## src/rtl/aes_ctrl_pkg.sv

```systemverilog
// Shared types and widths for the AES request arbiter.
package aes_ctrl_pkg;

    localparam int AES_BLK_W = 128;
    localparam int REQ_ID_W  = 1;

    typedef enum logic [1:0] {
        IDLE,
        RUN,
        RESP,
        GAP
    } state_e;

endpackage

```

## src/rtl/aes_rr_arb2.sv

```systemverilog
// Two-way round-robin grant: on a tie the requester that did not win last
// time is chosen; a lone requester is always chosen.
module aes_rr_arb2 (
    input  logic [1:0] req_i,
    input  logic       last_grant_i,
    output logic [1:0] gnt_o,
    output logic       gnt_id_o
);

    always_comb begin
        gnt_id_o = 1'b0;
        unique case (req_i)
            2'b11:   gnt_id_o = ~last_grant_i;
            2'b10:   gnt_id_o = 1'b1;
            default: gnt_id_o = 1'b0;
        endcase
        gnt_o = {gnt_id_o, ~gnt_id_o} & {2{|req_i}};
    end

endmodule

```

## src/rtl/aes_req_arbiter.sv

```systemverilog
// Shares one AES_top core between two requesters, one job at a time.
// Define AES_ARB_TIMEOUT_EN to abort jobs that stay in RUN too long.
module aes_req_arbiter
    import aes_ctrl_pkg::*;
#(
    parameter int TIMEOUT_CYCLES = 255
) (
    input  logic                 AES_clk,
    input  logic                 AES_rst,
    input  logic                 req0_valid,
    output logic                 req0_ready,
    input  logic [AES_BLK_W-1:0] req0_data,
    input  logic [AES_BLK_W-1:0] req0_key,
    input  logic                 req1_valid,
    output logic                 req1_ready,
    input  logic [AES_BLK_W-1:0] req1_data,
    input  logic [AES_BLK_W-1:0] req1_key,
    output logic                 rsp_valid,
    input  logic                 rsp_ready,
    output logic [REQ_ID_W-1:0]  rsp_id,
    output logic [AES_BLK_W-1:0] rsp_data,
    output logic                 rsp_err,
    output logic                 core_en,
    output logic [AES_BLK_W-1:0] core_data_in,
    output logic [AES_BLK_W-1:0] core_key_in,
    input  logic [AES_BLK_W-1:0] core_data_out,
    input  logic                 core_data_out_valid,
    output logic                 busy
);

    state_e                state_q, state_d;
    logic                  last_grant_q, last_grant_d;
    logic [AES_BLK_W-1:0]  job_data_q, job_data_d;
    logic [AES_BLK_W-1:0]  job_key_q, job_key_d;
    logic [REQ_ID_W-1:0]   job_id_q, job_id_d;
    logic [AES_BLK_W-1:0]  rsp_data_q, rsp_data_d;
    logic                  rsp_err_q, rsp_err_d;

    logic [1:0] req_v;
    logic [1:0] gnt;
    logic       gnt_id;

    assign req_v = {req1_valid, req0_valid};

    aes_rr_arb2 u_arb (
        .req_i        (req_v),
        .last_grant_i (last_grant_q),
        .gnt_o        (gnt),
        .gnt_id_o     (gnt_id)
    );

`ifdef AES_ARB_TIMEOUT_EN
    localparam int CNT_W = $clog2(TIMEOUT_CYCLES + 1);
    logic [CNT_W-1:0] cnt_q, cnt_d;
    logic             tmo;

    // cnt_q is the number of RUN cycles already completed
    assign tmo = (cnt_q == CNT_W'(TIMEOUT_CYCLES - 1));
`else
    logic unused_timeout;
    assign unused_timeout = (TIMEOUT_CYCLES > 0);
`endif

    always_comb begin
        state_d      = state_q;
        last_grant_d = last_grant_q;
        job_data_d   = job_data_q;
        job_key_d    = job_key_q;
        job_id_d     = job_id_q;
        rsp_data_d   = rsp_data_q;
        rsp_err_d    = rsp_err_q;
`ifdef AES_ARB_TIMEOUT_EN
        cnt_d        = cnt_q;
`endif
        unique case (state_q)
            IDLE: begin
                if (|req_v) begin
                    state_d      = RUN;
                    last_grant_d = gnt_id;
                    job_id_d     = gnt_id;
                    job_data_d   = gnt_id ? req1_data : req0_data;
                    job_key_d    = gnt_id ? req1_key : req0_key;
`ifdef AES_ARB_TIMEOUT_EN
                    cnt_d        = '0;
`endif
                end
            end
            RUN: begin
                if (core_data_out_valid) begin
                    state_d    = RESP;
                    rsp_data_d = core_data_out;
                    rsp_err_d  = 1'b0;
                end
`ifdef AES_ARB_TIMEOUT_EN
                else if (tmo) begin
                    state_d    = RESP;
                    rsp_data_d = '0;
                    rsp_err_d  = 1'b1;
                end else begin
                    cnt_d = cnt_q + CNT_W'(1);
                end
`endif
            end
            RESP: begin
                if (rsp_ready) begin
                    state_d = GAP;
                end
            end
            GAP: begin
                state_d = IDLE;
            end
            default: begin
                state_d = IDLE;
            end
        endcase
    end

    always_ff @(posedge AES_clk or posedge AES_rst) begin
        if (AES_rst) begin
            state_q      <= IDLE;
            last_grant_q <= 1'b1;
            job_data_q   <= '0;
            job_key_q    <= '0;
            job_id_q     <= '0;
            rsp_data_q   <= '0;
            rsp_err_q    <= 1'b0;
`ifdef AES_ARB_TIMEOUT_EN
            cnt_q        <= '0;
`endif
        end else begin
            state_q      <= state_d;
            last_grant_q <= last_grant_d;
            job_data_q   <= job_data_d;
            job_key_q    <= job_key_d;
            job_id_q     <= job_id_d;
            rsp_data_q   <= rsp_data_d;
            rsp_err_q    <= rsp_err_d;
`ifdef AES_ARB_TIMEOUT_EN
            cnt_q        <= cnt_d;
`endif
        end
    end

    assign req0_ready   = (state_q == IDLE) && gnt[0] && !AES_rst;
    assign req1_ready   = (state_q == IDLE) && gnt[1] && !AES_rst;
    assign core_en      = (state_q == RUN);
    assign core_data_in = job_data_q;
    assign core_key_in  = job_key_q;
    assign rsp_valid    = (state_q == RESP);
    assign rsp_id       = job_id_q;
    assign rsp_data     = rsp_data_q;
    assign busy         = (state_q != IDLE);

`ifdef AES_ARB_TIMEOUT_EN
    assign rsp_err = rsp_err_q;
`else
    logic unused_err;
    assign unused_err = rsp_err_q;
    assign rsp_err    = 1'b0;
`endif

endmodule

```

## config.mk

```make
export PLATFORM = sky130hd
export DESIGN_NAME = aes_req_arbiter
export DESIGN_NICKNAME = d
export VERILOG_FILES = /design/src/rtl/aes_ctrl_pkg.sv /design/src/rtl/aes_rr_arb2.sv /design/src/rtl/aes_req_arbiter.sv
export SDC_FILE = /design/constraint.sdc
export NUM_CORES = 1
export LEC_CHECK = 0
export BUFFER_PORTS_ARGS = -buffer_cell sky130_fd_sc_hd__buf_2
export CAP_MARGIN = 20
export CORE_AREA = 2 2 400 402
export DETAILED_ROUTE_END_ITERATION = 16
export DIE_AREA = 0 0 402 404
export PLACE_DENSITY_LB_ADDON = 0.08
export REMOVE_ABC_BUFFERS = 1
export SLEW_MARGIN = 20
export SYNTH_ARGS = -nofsm -noshare
export SYNTH_HDL_FRONTEND = slang
export SYNTH_SLANG_ARGS = --single-unit
export TNS_END_PERCENT = 50
```

## constraint.sdc

```tcl
create_clock -name AES_clk -period 13.35 [get_ports AES_clk]
set_clock_uncertainty 0.15 [all_clocks]
set_input_delay 2.67 -clock AES_clk [delete_from_list [all_inputs] [get_ports AES_clk]]
set_output_delay 2.67 -clock AES_clk [all_outputs]
set_load 0.05 [all_outputs]
```

==> impl_metrics.env <==
export IMPL_finalMaxSlewViolations=0
export IMPL_post_cts_buffers=0
export IMPL_grt_pass1_vias=17149
export IMPL_gr_total_overflow=0
export IMPL_status="completed"
export IMPL_grt_use_total_pct=11.8
export IMPL_hold_class="flip-flop to flip-flop"
export IMPL_worstPathMaxFanout=14
export IMPL_yosys_cell_count_top_type="a21oi_1"
export IMPL_synthCells=1654
export IMPL_p_leak_nw=12.3
export IMPL_synth_async_reset_ratio_pct=100
export IMPL_synth_top_area_share_pct=58.0
export IMPL_synth_flop_cell="dfrtp_1"
export IMPL_setup_violations=0
export IMPL_post_drt_via_cell_ratio=3.44
export IMPL_layout_drive_gt1_share_pct=47.8
export IMPL_ioPinCount=1037
export IMPL_maxCapViolations=0
export IMPL_ys_top_cells_by_count="a21oi_1, dfrtp_1, nand2_1"
export IMPL_grt_max_degree=124
export IMPL_area_growth_pct=54.2
export IMPL_cts_buffer_depth=3
export IMPL_dieArea_um2=162000
export IMPL_fin_crit_ns=6.69
export IMPL_netlist_area_um2=16700
export IMPL_cts_htree_levels=2
export IMPL_wire_per_inst_um=20.9
export IMPL_place_ws_ns=6.66
export IMPL_cp_required_ns=10.53
export IMPL_cts_root_buffer="clkbuf_16"
export IMPL_seq_area_frac_synth_pct=58.1
export IMPL_yosys_area_top_type="dfrtp_1"
export IMPL_wirelength_mm=99.6
export IMPL_whs_ns=0.344
export IMPL_power_frac_comb_pct=55.0
export IMPL_fin_ws_ns=6.66
export IMPL_critical_path_class="input pin to primary output"
export IMPL_yosys_register_bits=388
export IMPL_final_antenna_net_count=0
export IMPL_antenna_found_initial=81
export IMPL_synth_edff_count=0
export IMPL_ir_drop_v=0.000103
export IMPL_routabilityCongestion=0.773
export IMPL_insertion_delay_ns=0.65
export IMPL_p_clk_share_pct=19.3
export IMPL_final_area_um2=25800
export IMPL_grt_pass1_wl_mm=138
export IMPL_ctsHoldBuffers=0
export IMPL_min_from="rsp_data[86]"
export IMPL_start_util_pct=10.6
export IMPL_worstPathArrival_ns=3.87
export IMPL_synth_warnings=0
export IMPL_cp_startpoint="req1_valid"
export IMPL_seqPwrFrac_pct=25.7
export IMPL_cp_start_kind="input pin"
export IMPL_worst_slew_pin_slew_ns=0.930
export IMPL_grt_setup_unrepaired="no"
export IMPL_hpwl_mm=73.6
export IMPL_swShare_pct=54.1
export IMPL_fill_cells=18049
export IMPL_r2r_start="state_q[0]"
export IMPL_finalPower_mw=8.16
export IMPL_io_buffers=1035
export IMPL_ys_types=29
export IMPL_relSlewSlack_pct=38.0
export IMPL_yosys_top_cells_area="dfrtp_1, a21oi_1, mux2_2"
export IMPL_cellPowerDensity_nw_per_um2=317
export IMPL_rows=146
export IMPL_fin_crit_sh_pct=50.1
export IMPL_cts_resized=0
export IMPL_first_pass_iters=7
export IMPL_die_w_um=402
export IMPL_nets=3290
export IMPL_finalHoldViolCount=0
export IMPL_placed_area_um2=23800
export IMPL_die_height_um=404
export IMPL_p_int_mw=3.74
export IMPL_avgSynthCellArea_um2=10.1
export IMPL_tritoncts="done"
export IMPL_cts_sinks=388
export IMPL_drtIter0Drc=687
export IMPL_vias=16425
export IMPL_cts_made_buffers=58
export IMPL_switchingPower_mw=4.42
export IMPL_clk_pin_slew_ns=0.05
export IMPL_end_kind="primary output"
export IMPL_coreArea_um2=158000
export IMPL_drc_errors=0
export IMPL_fmax_mhz=150
## worst paths after layout
| path | endpoint | slack (ns) | cells past startpoint |
|---|---|---|---|
| min reg2reg | rsp_data[86] | 0.34 | 1 |
| max | req1_ready | 6.66 | 5 |
| max reg2reg | core_key_in[126] | 9.84 | 8 |
| max in group asynchronous | core_key_in[82] | 9.02 | 4 |
| min in group asynchronous | rsp_data[28] | 2.05 | 2 |
| min | rsp_data[86] | 0.34 | 1 |
## metal layers
metal,GRT usage (%),part of all wire (%),wire [µm],vias to the layer above
met4,3.17,2.3,2250,70
met2,20.4,50,49300,726
met3,5.13,9.4,9360,206
met1,13.1,38,38200,7809
met5,0,0.44,439,-
li1,-,-,-,7614
## flip-flops by register name (all words and copies together), names as in the netlist
register / cells
core_data_in: 128
rsp_id: 1
last_grant_q: 1
rsp_data: 128
core_key_in: 128
state_q: 2
## worst max-delay path, cell delays in order
cell and delay (ns):
buf_2 0.17, a21boi_4 0.44, nand2_1 0.16, nor2_1 0.14
buf_2 0.28
## area by class of cell
class	count	area (µm²)	area share, %
multi-input combinational	1132	6100	23.7
sequential	388	9710	37.7
antenna	13	32.5	0.126
clock buffer	88	1720	6.69
clock inverter	15	173	0.670
timing repair buffer	1056	5400	21.0
tap	2072	2590	10.1
inverter	5	26.3	0.102
## through the flow
| stage | util [%] | cells | setup TNS (ns) |
|---|---|---|---|
| global placement | 15.1 | 4653 | 0 |
| finish | 16.3 | 4769 | 0 |
| global route | 16.3 | 4765 | 0 |
| detailed placement | 15.1 | 4653 | 0 |
| floorplan | - | 1525 | -97.73 |
| CTS | 16.3 | 4756 | 0 |
## cells in the final DEF (no fill, tap or decap), drive strengths merged
cell	netlist	final
a21bo	1	1
a21boi	1	1
a21oi	471	471
a221o	21	21
a221oi	1	1
a31oi	1	1
and3	21	21
buf	67	1056
bufinv	0	2
clkbuf	62	88
clkinv	0	10
clkinvlp	0	1
conb	1	1
dfrtp	387	387
dfstp	1	1
diode	0	13
ha	3	3
inv	5	7
mux2	129	129
nand2	239	239
nor2	238	238
nor2b	1	1
nor3	1	1
o21a	1	1
o21ai	1	1
o32a	1	1
## power by group through the flow
stage / Sequential, mW / Clock (mW) / Combinational (mW)
after floorplan: 4.15 / 0 / 1.19
after global placement: 2.13 / 0 / 4.64
after detailed placement: 2.11 / 0 / 4.60
after CTS: 2.10 / 1.66 / 4.60
after global routing: 2.18 / 1.69 / 4.78
final: 2.10 / 1.57 / 4.49
## kinds of logic after synthesis
family	Yosys count	share of synthesized area, %
multiplexers	129	8.70
AND/OR/NAND/NOR	500	11.6
adder cells (fa/ha/maj)	3	0.225
buffers and inverters	134	5.48
AO/OA/AOI/OAI	499	15.8
flip-flops	388	58.1
other	1	0.0225
No activity file was read; power rests on OpenSTA's default activity.
